<file path="config.mk">
export PLATFORM = sky130hd
export DESIGN_NAME = grid_display_scanner
export DESIGN_NICKNAME = d
export VERILOG_FILES = /design/src/rtl/grid_display_scanner.sv
export SDC_FILE = /design/constraint.sdc
export NUM_CORES = 1
export LEC_CHECK = 0
export ABC_AREA = 1
export ABC_CLOCK_PERIOD_IN_PS = 1900
export BUFFER_PORTS_ARGS = -buffer_cell sky130_fd_sc_hd__buf_2
export CAP_MARGIN = 20
export CORE_MARGIN = 4
export CORE_UTILIZATION = 45
export DETAILED_ROUTE_END_ITERATION = 6
export PLACE_DENSITY = 0.71
export SLEW_MARGIN = 20
export SYNTH_ARGS = -nofsm -noshare
export SYNTH_HDL_FRONTEND = slang
export SYNTH_SLANG_ARGS = --single-unit
</file>
<file path="constraint.sdc">
create_clock -name clk -period 1.9 [get_ports clk]
set_input_delay 0.57 -clock clk [delete_from_list [all_inputs] [get_ports clk]]
set_output_delay 0.57 -clock clk [all_outputs]
set_load 0.02 [all_outputs]
</file>
<file path="src/rtl/grid_display_scanner.sv">
// grid_display_scanner
//
// Consumes 64-bit Game of Life generation words (8x8 grid, cell (r,c) is
// bit 8r+c). An accepted word waits in a pending buffer and is moved into the
// display buffer only at a frame boundary, so the matrix never shows half of
// one generation and half of the next. The displayed grid is scanned one row
// at a time. Each row lasts DWELL cycles, and the first of those cycles is
// blanked so that no ghosting appears between rows.
//
// Ports
//   clk         system clock, rising edge
//   reset       asynchronous active-low reset
//   grid_in     generation word
//   grid_valid  grid_in is valid this cycle
//   grid_ready  pending buffer empty; word taken on grid_valid && grid_ready
//   row_sel     one-hot row drive, 0 while blanking
//   col_data    column data of the driven row, 0 while blanking
//   frame_done  one-cycle pulse following each frame boundary
//   gen_count   generations swapped into display, saturating
//   still_life  last swapped grid equals the grid it replaced
//   extinct     last swapped grid is empty
//
// DWELL: cycles per row including the blanking cycle (2..65535).

module grid_display_scanner #(
    parameter int unsigned DWELL = 1000
) (
    input  logic        clk,
    input  logic        reset,
    input  logic [63:0] grid_in,
    input  logic        grid_valid,
    output logic        grid_ready,
    output logic [7:0]  row_sel,
    output logic [7:0]  col_data,
    output logic        frame_done,
    output logic [15:0] gen_count,
    output logic        still_life,
    output logic        extinct
);

    localparam logic [15:0] CNT_LAST = 16'(DWELL - 1);

    logic [63:0] r_display;
    logic [63:0] r_pending;
    logic        r_pending_valid;
    logic [2:0]  r_row;
    logic [15:0] r_cnt;
    logic [15:0] r_gen_count;
    logic        r_still_life;
    logic        r_extinct;
    logic        r_frame_done;

    logic        w_cnt_wrap;
    logic        w_boundary;
    logic        w_swap;
    logic        w_accept;

    assign w_cnt_wrap = (r_cnt == CNT_LAST);
    assign w_boundary = w_cnt_wrap && (r_row == 3'd7);
    assign w_swap     = w_boundary && r_pending_valid;
    // Acceptance depends only on registered state, so a word offered on the
    // swap edge is refused; grid_ready only rises on the following cycle.
    assign w_accept   = grid_valid && !r_pending_valid;

    // Scan position
    always_ff @(posedge clk or negedge reset) begin
        if (!reset) begin
            r_cnt        <= '0;
            r_row        <= '0;
            r_frame_done <= 1'b0;
        end else begin
            r_frame_done <= w_boundary;
            if (w_cnt_wrap) begin
                r_cnt <= '0;
                r_row <= r_row + 3'd1;
            end else begin
                r_cnt <= r_cnt + 16'd1;
            end
        end
    end

    // Pending/display buffers and generation status
    always_ff @(posedge clk or negedge reset) begin
        if (!reset) begin
            r_display       <= '0;
            r_pending       <= '0;
            r_pending_valid <= 1'b0;
            r_gen_count     <= '0;
            r_still_life    <= 1'b0;
            r_extinct       <= 1'b0;
        end else if (w_swap) begin
            r_display       <= r_pending;
            r_pending_valid <= 1'b0;
            r_gen_count     <= (r_gen_count == 16'hFFFF) ? r_gen_count
                                                         : r_gen_count + 16'd1;
            r_still_life    <= (r_pending == r_display);
            r_extinct       <= (r_pending == 64'd0);
        end else if (w_accept) begin
            r_pending       <= grid_in;
            r_pending_valid <= 1'b1;
        end
    end

    // Row drive; cnt==0 is the blanking slot of every row
    always_comb begin
        row_sel  = '0;
        col_data = '0;
        if (r_cnt != 16'd0) begin
            row_sel  = 8'd1 << r_row;
            col_data = r_display[{r_row, 3'b000} +: 8];
        end
    end

    assign grid_ready = !r_pending_valid;
    assign frame_done = r_frame_done;
    assign gen_count  = r_gen_count;
    assign still_life = r_still_life;
    assign extinct    = r_extinct;

endmodule

</file>
==> results of run 1 <==
-- state kept, by name, summed over array words and instances (netlist names) --
name	flops
extinct	1
r_row	3
gen_count	16
r_display	64
still_life	1
r_pending_valid	1
r_pending	64
r_cnt	16
frame_done	1
-- synth_stat cells --
| cell type | number | area share (%) |
|---|---|---|
| nand2_1 | 290 | 12 |
| inv_2 | 4 | 0.17 |
| nand3b_4 | 1 | 0.23 |
| nand2_2 | 1 | 0.071 |
| nor3_2 | 3 | 0.34 |
| nor3_1 | 16 | 0.91 |
| a211oi_1 | 4 | 0.34 |
| o21ai_1 | 58 | 3.3 |
| nand2_4 | 1 | 0.13 |
| buf_2 | 12 | 0.69 |
| xor2_1 | 20 | 2.0 |
| clkbuf_1 | 21 | 0.90 |
| nand3_1 | 36 | 2.1 |
| o21a_1 | 2 | 0.17 |
| o22a_1 | 1 | 0.10 |
| nor2_4 | 2 | 0.26 |
| inv_1 | 149 | 6.4 |
| nor2_2 | 2 | 0.14 |
| o21ai_2 | 6 | 0.60 |
| xnor2_1 | 24 | 2.4 |
| ha_1 | 9 | 1.3 |
| buf_6 | 9 | 1.2 |
| o21ai_0 | 38 | 2.2 |
| nor2_1 | 145 | 6.2 |
| o211ai_1 | 1 | 0.086 |
| nand3b_1 | 2 | 0.17 |
| nor4_1 | 4 | 0.29 |
| nand4_1 | 17 | 1.2 |
| nand4_4 | 1 | 0.24 |
| nand3_2 | 2 | 0.23 |
| a21oi_1 | 97 | 5.5 |
| dfrtp_1 | 167 | 48 |
| o22ai_1 | 1 | 0.071 |
-- layer usage --
layer | track usage (%) | vias to the layer above | share of wire [%] | wire length, um
li1 | - | 3952 | - | -
met1 | 28.6 | 3768 | 44 | 10400
met2 | 35.9 | 229 | 48 | 11500
met3 | 5.89 | 40 | 6.6 | 1570
met4 | 6.57 | 0 | 2.0 | 474
met5 | 0 | - | 0 | 0
-- power breakdown --
part | internal, mW | switching (mW)
clock network | 1.94 | 1.51
registers | 3.55 | 0
logic | 0.0650 | 0.0919
total | 5.56 | 1.60
-- cell type report --
cell class | instances | area (sq um) | area share, %
clock buffers | 18 | 429 | 3.82
well taps | 260 | 325 | 2.90
flip-flops and latches | 167 | 4180 | 37.2
clock inverters | 14 | 153 | 1.36
repair buffers | 187 | 1530 | 13.6
multi-input cells | 785 | 4040 | 36.0
inverters | 153 | 574 | 5.11
-- critical path, stage by stage (launching register included) --
cell       delay (ns)
dfrtp_1          0.40
buf_6            0.14
clkbuf_16        0.17
o21ai_0          0.28
nand3_1          0.14
a21oi_2          0.18
buf_4            0.17
-- final timing paths --
kind                             start            end  slack (ns)  depth (start not counted)
max reg2reg                   r_row[0]  r_display[62]        0.04                         10
min reg2reg                    extinct        extinct        0.49                          2
max in group asynchronous        reset  r_pending[19]        1.33                          2
min                              reset      r_cnt[12]        0.02                          1
min in group clk           grid_in[30]  r_pending[30]        0.38                          3
max                           r_row[0]    col_data[0]       -0.58                          6
-- logic make-up after synthesis --
group,count (synthesis),synth area share (%)
AND/OR/NAND/NOR,523,24.9
AO/OA/AOI/OAI,208,12.4
buffers and inverters,195,9.30
flip-flops,167,47.7
XOR/XNOR,44,4.40
adder cells (fa/ha/maj),9,1.29
-- what timing repair did --
item,4_1_cts,5_1_grt
pin swaps,7,10
setup endpoints to repair,53,83
cloned,1,4
gates resized for setup,52,32
setup buffers,5,3
==> flow_summary_export.csv, run 1 <==
group,metric,value,unit
floorplan,core,19000,sq um
sta,fmax,403,MHz
placed_design,placed_cells,1539,
sta,holdWs,0.0211,ns
sta,finalCriticalPeriod,2.48,ns
placed_design,placed_cell_area,10200,sq um
grt,grt-ovfl-total,0,
yosys,syn_area,8760,sq um
clocking,cts.clk_slew.worst_paths,0.06,ns
placed_design,place.gp.congestion,0.898,
sta,tns,-7.95,ns
yosys,ys.warnings.count,0,
route,drc,0,
route,via_per_inst,5.04,
sta,postLayoutSetupSlackWorst,-0.582,ns
power_and_ir_drop,p_leak,5.50,nW
worst_hold_path,hp-class,"input pin to async pin",
clocking,cts-root-buf,"clkbuf_16",
sta,rsz0062_at_grt,"true",
grt,grt_util_all_layers,21.9,%
finish,final_common_cell,"nand2_1",
status,violations,"negative setup slack",
clocking,cts_tree,"done",
yosys,synth_area_per_cell,7.64,sq um
route,wirelength,24.0,mm
finish,antenna_cells,0,
critical_path,start_kind,"register",
finish,fin_util,59.2,%
clocking,cts_hold_buf,0,
finish,synthToLayoutAreaGrowth,28.2,%
critical_path,endpoint_kind,"output port",
grt,grt_pass1_vias,7737,
placed_design,dp_slack,-0.161,ns
power_and_ir_drop,cellPowerDensity,638,nW/um^2
power_and_ir_drop,ir_drop,0.000557,V
clocking,htreeDepth,4,
clocking,cts_sinks,167,
sta,relSlewSlack,69.1,%
route,dr_total_vias,7989,
grt,grt_pass1_wl,38.3,mm
finish,fillers,1669,
finish,layout_common_cells,"283 x nand2_1, 167 x dfrtp_1, 146 x inv_1",
route,drtIter0Drc,560,
finish,final_cell_area,11200,sq um
finish,drive_above_1_share,21.1,%
yosys,ys_types,33,
sta,setup_viol_count_final,16,
floorplan,top_level_ports,103,
yosys,synthCells,1146,
critical_path,crit_type,"register to output port",
floorplan,start_util,46.2,%
floorplan,dieHeight,148,um
placed_design,dp_hpwl,17.6,mm
critical_path,arrival,1.91,ns
finish,nets,1387,
yosys,synth_nets,1222,
sta,finalHoldViolCount,0,
placed_design,port_buffers,102,
clocking,cts_buffers,17,
yosys,ys_seq_area_share,47.7,%
yosys,ys_ff_latch,167,
route,firstDrtPassIters,5,
power_and_ir_drop,power,7.16,mW
floorplan,die_area,21800,sq um
grt,grt_max_degree,38,
run,drv_cap,0,
finish,final_cells,1584,
sta,post-route-period-util,131,%
critical_path,worstPathRequired,1.33,ns
route,routedWlPerCell,15.1,um
clocking,clockBufferDepth,2,
status,status,"finished with violations",
floorplan,core.rowCount,50,
sta,worst_pin_slew,0.460,ns
sta,fin_skew,0.0107,ns
floorplan,die-width,148,um
route,postRouteAntennaNets,0,
critical_path,crit_fanout,18,
clocking,clk-insertion-delay-late,0.44,ns
sta,drv_slew,0,
grt,grt_antenna_before_repair,0,
Power figures use the tool's default switching activity.
==> run 2: changes to the inputs <==
--- a/config.mk
+++ b/config.mk
@@ -12,4 +12,5 @@
 export CORE_MARGIN = 4
 export CORE_UTILIZATION = 45
+export CTS_CLUSTER_SIZE = 30
 export DETAILED_ROUTE_END_ITERATION = 6
 export PLACE_DENSITY = 0.71
==> constraint.sdc (replaced) <==
create_clock -name clk -period 1.9 [get_ports clk]
set_input_delay 0.095 -clock clk [delete_from_list [all_inputs] [get_ports clk]]
set_output_delay 0.095 -clock clk [all_outputs]
set_load 0.02 [all_outputs]
==> run 2 against run 1 <==
Effect of this change:
- the flow still finishes with violations (negative setup slack)
- via count grew 2.4%
- non-clock buffer count grew 33
- global-route usage shrank 0.80 points
- fmax grew 19%
- clock skew shrank 0.0026 ns
- die area is the same
- register-to-register slack is essentially flat
- sequential share of layout area shrank 1.1 points
- worst hold slack gained 0.019 ns
- sequential cell count is the same
- routed wire length grew 2.6%
- setup slack gained 0.39 ns
==> flow_summary_export.csv, run 2 (synthesized netlist as in run 1, its figures left out) <==
group,metric,value,unit
sta,finalCriticalPeriod,2.09,ns
route,dr_total_vias,8184,
critical_path,start_kind,"register",
grt,grt_util_all_layers,21.1,%
grt,grt_pass1_wl,37.3,mm
critical_path,reg2reg_depth,9,
status,status,"finished with violations",
sta,post-route-period-util,110,%
grt,grt_pass1_vias,7484,
floorplan,die-width,148,um
critical_path,r2r_end,"gen_count[0]",
route,firstDrtPassIters,5,
finish,drive_above_1_share,19.3,%
finish,antenna_cells,0,
floorplan,core,19000,sq um
sta,fin_skew,0.00813,ns
critical_path,arrival,2.00,ns
route,drc,0,
finish,synthToLayoutAreaGrowth,32.3,%
sta,fmax,478,MHz
grt,met3_usage,3.92,%
finish,final_cells,1620,
finish,nets,1423,
sta,worst_pin_slew,0.502,ns
grt,grt.met2_usage,33.4,%
finish,fillers,1613,
critical_path,crit_type,"register to output port",
route,routedWlPerCell,15.2,um
route,postRouteAntennaNets,0,
clocking,clockBufferDepth,2,
placed_design,dp_slack,0.0459,ns
finish,ff_latch_area,4180,sq um
critical_path,worstPathRequired,1.80,ns
clocking,htreeDepth,4,
worst_hold_path,min_to,"r_pending_valid",
power_and_ir_drop,combPwrFrac,3.6,%
finish,final_common_cell,"nand2_1",
placed_design,place.gp.congestion,0.918,
grt,grt.busiest_layer,"met2",
status,violations,"negative setup slack",
critical_path,r2r_start,"r_row[0]",
grt,grt_antenna_before_repair,0,
power_and_ir_drop,p_leak,5.61,nW
sta,tns,-1.01,ns
worst_hold_path,min_path_cells,3,
floorplan,start_util,46.2,%
worst_hold_path,hp-start,"grid_valid",
power_and_ir_drop,swShare,21.5,%
sta,drv_slew,0,
critical_path,r2r_setup_slack,0.04,ns
finish,layout_common_cells,"285 x nand2_1, 165 x dfrtp_1, 141 x inv_1",
finish,reg.largest.list,"r_display x64, r_pending x64",
route,drtIter0Drc,644,
sta,setup_viol_count_final,9,
clocking,clk-insertion-delay-late,0.43,ns
clocking,cts-root-buf,"clkbuf_16",
clocking,cts.clk_slew.worst_paths,0.07,ns
power_and_ir_drop,switchingPower,1.54,mW
clocking,cts_sinks,167,
sta,holdWs,0.0404,ns
power_and_ir_drop,p_int,5.61,mW
grt,gr-usage-met1,29.7,%
grt,grt-ovfl-total,0,
route,via_per_inst,5.05,
worst_hold_path,hp-class,"input pin to register",
power_and_ir_drop,seqPwrFrac,49.7,%
placed_design,placed_cells,1493,
power_and_ir_drop,clockPowerShare,46.7,%
placed_design,port_buffers,102,
clocking,cts_tree,"done",
run,drv_cap,0,
sta,finalHoldViolCount,0,
critical_path,crit_fanout,5,
clocking,cts_buffers,17,
route,wirelength,24.6,mm
floorplan,die_area,21800,sq um
sta,postLayoutSetupSlackWorst,-0.194,ns
critical_path,endpoint_kind,"output port",
sta,relSlewSlack,66.3,%
power_and_ir_drop,ir_drop,0.000499,V
finish,multi_input_area,4050,sq um
floorplan,dieHeight,148,um
power_and_ir_drop,cellPowerDensity,617,nW/um^2
sta,rsz0062_at_grt,"true",
grt,grt_max_degree,68,
floorplan,top_level_ports,103,
placed_design,dp_hpwl,16.2,mm
floorplan,core.rowCount,50,
power_and_ir_drop,power,7.15,mW
## run 2: worst max-delay path by stage
stage	from	to
global placement	gen_count[0]	gen_count[5]
finish	r_row[0]	col_data[5]
floorplan	gen_count[0]	gen_count[11]
detailed placement	gen_count[0]	gen_count[5]
global route	r_row[0]	col_data[5]
CTS	r_cnt[1]	col_data[6]
## run 2: layer usage
layer	up-vias	wire length [um]
met5	-	0
met4	0	505
met3	34	1210
met2	259	11800
met1	3869	11100
li1	4022	-
## run 2: area by class of cell
| cell class | count | share of cell area (%) |
|---|---|---|
| clock buffers | 22 | 4.09 |
| clock inverters | 10 | 0.831 |
| inverters | 153 | 5.03 |
| multi-input cells | 787 | 34.9 |
| flip-flops and latches | 167 | 36.1 |
| well taps | 260 | 2.81 |
| repair buffers | 220 | 16.2 |
| repair inverters | 1 | 0.0432 |
## run 2: through the flow
| step | instance area, sq um | utilization (%) |
|---|---|---|
| after CTS | 11100 | 58.3 |
| final | 11600 | 61.2 |
| after floorplan | 8760 | - |
| after global routing | 11600 | 61.2 |
| after detailed placement | 9640 | 50.8 |
| after global placement | 9640 | 50.8 |
## run 2: worst max-delay path, cell delays in order (launching register included)
cell and delay [ns]:
dfrtp_2 0.47, buf_6 0.15, clkbuf_16 0.15, a211oi_1 0.27, nor2_1 0.12, o22ai_2 0.25
buf_6 0.15
## run 2: power by group through the flow
stage	Combinational [mW]	Sequential (mW)	Clock, mW
floorplan	0.000717	3.62	0
CTS	0.258	3.55	3.39
detailed placement	0.155	3.62	0
finish	0.256	3.56	3.34
global placement	0.153	3.62	0
global route	0.287	3.55	3.54
## run 2: timing repair
action | 4_1_cts | 5_1_grt
pin swaps | 9 | 18
hold endpoints to repair | 231 | 0
setup buffers | 7 | 14
setup endpoints to repair | 14 | 46
gates resized for setup | 58 | 76
cloned | 0 | 10
hold buffers | 65 | 0
==> run 3: changes to the inputs <==
MAX_ROUTING_LAYER = met4   (was not set)
==> run 3 against run 2 <==
Effect of this change:
- the flow still finishes with violations (negative setup slack)
- setup slack improved by 0.065 ns
- fmax rose by 3.2%
- utilization barely moved
- first-iteration DRC count fell by 1.4%
- via count rose by 0.26%
- critical endpoint unchanged
==> flow_summary_export.csv, run 3 (synthesized netlist as in run 1, its figures left out) <==
group,metric,value,unit
route,routedWlPerCell,15.1,um
status,status,"finished with violations",
route,drc,0,
floorplan,dieHeight,148,um
floorplan,die-width,148,um
clocking,htreeDepth,4,
critical_path,r2r_setup_slack,0.04,ns
finish,drive_above_1_share,19.2,%
finish,layout_common_cells,"285 x nand2_1, 165 x dfrtp_1, 141 x inv_1",
finish,reg.largest.list,"r_display x64, r_pending x64",
sta,fin_skew,0.00903,ns
sta,drv_slew,0,
power_and_ir_drop,cellPowerDensity,617,nW/um^2
power_and_ir_drop,p_leak,5.62,nW
grt,grt_antenna_before_repair,0,
route,drtIter0Drc,635,
power_and_ir_drop,ir_drop,0.000545,V
clocking,clk-insertion-delay-late,0.43,ns
sta,tns,-0.811,ns
critical_path,arrival,1.93,ns
sta,finalCriticalPeriod,2.03,ns
sta,post-route-period-util,107,%
sta,setup_viol_count_final,9,
placed_design,port_buffers,102,
grt,grt_util_all_layers,21.7,%
critical_path,crit_fanout,5,
placed_design,dp_hpwl,16.2,mm
sta,rsz0062_at_grt,"true",
critical_path,crit_type,"register to output port",
clocking,clockBufferDepth,2,
critical_path,worstPathRequired,1.80,ns
finish,synthToLayoutAreaGrowth,32.4,%
placed_design,place.gp.congestion,0.935,
grt,grt-ovfl-total,0,
floorplan,core,19000,sq um
critical_path,start_kind,"register",
grt,grt_pass1_wl,37.3,mm
clocking,cts_buffers,17,
finish,fin_util,61.2,%
clocking,cts.clk_slew.worst_paths,0.07,ns
finish,final_common_cell,"nand2_1",
route,postRouteAntennaNets,0,
finish,antenna_cells,0,
route,wirelength,24.5,mm
route,dr_total_vias,8205,
grt,grt_max_degree,68,
route,via_per_inst,5.06,
floorplan,start_util,46.2,%
sta,worst_pin_slew,0.489,ns
grt,grt_pass1_vias,7484,
run,drv_cap,0,
status,violations,"negative setup slack",
sta,relSlewSlack,67.2,%
clocking,cts-root-buf,"clkbuf_16",
placed_design,placed_cell_area,9640,sq um
floorplan,die_area,21800,sq um
critical_path,endpoint_kind,"output port",
floorplan,core.rowCount,50,
clocking,cts_sinks,167,
sta,finalHoldViolCount,0,
finish,nets,1423,
route,firstDrtPassIters,5,
worst_hold_path,hp-class,"input pin to register",
sta,postLayoutSetupSlackWorst,-0.128,ns
sta,fmax,493,MHz
finish,final_cell_area,11600,sq um
clocking,cts_tree,"done",
floorplan,top_level_ports,103,
[run 3: changes by cell type in the layout (fill, tap and decap cells not counted)]
cell	before	now
nor2_2	6	4
nor2_1	133	135
buf_4	30	29
buf_12	7	8
[run 3: final timing paths]
check                           cells after the start        from               to
max in group asynchronous                           3       reset    r_pending[10]
worst min register to register                      1    r_cnt[4]         r_cnt[4]
worst max-delay path                                6    r_row[0]      col_data[5]
worst min-delay path                                3  grid_valid  r_pending_valid
worst max register to register                      9    r_row[0]    r_display[18]
min in group asynchronous                           2       reset        r_cnt[15]
[run 3: power by group]
group          internal [mW]  leakage (nW)  switching, mW
clock                   1.91         0.269           1.44
combinational          0.147          3.37          0.109
sequential              3.56          1.98              0
total                   5.61          5.62           1.54
[run 3: timing repair]
item | 4_1_cts | 5_1_grt
setup buffers | 7 | 14
setup endpoints to repair | 14 | 46
gates resized for setup | 58 | 74
hold endpoints to repair | 231 | 0
cloned | 0 | 10
hold buffers | 65 | 0
pin swaps | 9 | 18
[run 3: final cells by class]
class                      count  area [sq um]
clock buffer                  22           474
tap                          260           325
multi-input combinational    787          4050
timing repair inverter         1          5.00
timing repair buffer         220          1890
fill                        1603          7350
sequential                   167          4180
clock inverter                10          96.3
inverter                     153           583
[run 3: layer usage]
metal / part of all wire, % / wire (um) / GRT usage, % / vias up
met5: 0 / 0 / - / -
met4: 2.2 / 532 / 6.34 / 0
met3: 5.7 / 1400 / 3.80 / 36
met2: 48 / 11700 / 33.3 / 263
met1: 44 / 10800 / 29.8 / 3872
li1: - / - / - / 4034
[run 3: metrics by stage]
step / cells / power [mW] / worst slack (ns) / hold WS [ns]
finish: 1620 / 7.16 / -0.128 / 0.0359
global route: 1620 / 7.38 / -0.207 / 0.0513
CTS: 1597 / 7.20 / -0.0632 / 0.0269
detailed placement: 1493 / 3.78 / 0.0459 / 0.0300
global placement: 1493 / 3.77 / 0.0685 / 0.0314
floorplan: 1146 / 3.62 / 0.182 / -0.201
[run 3: critical path, cell delays in order, from the launching register on]
cell	delay, ns
dfrtp_2	0.47
buf_6	0.15
clkbuf_16	0.15
a211oi_1	0.22
nor2_1	0.11
o22ai_2	0.25
buf_6	0.15
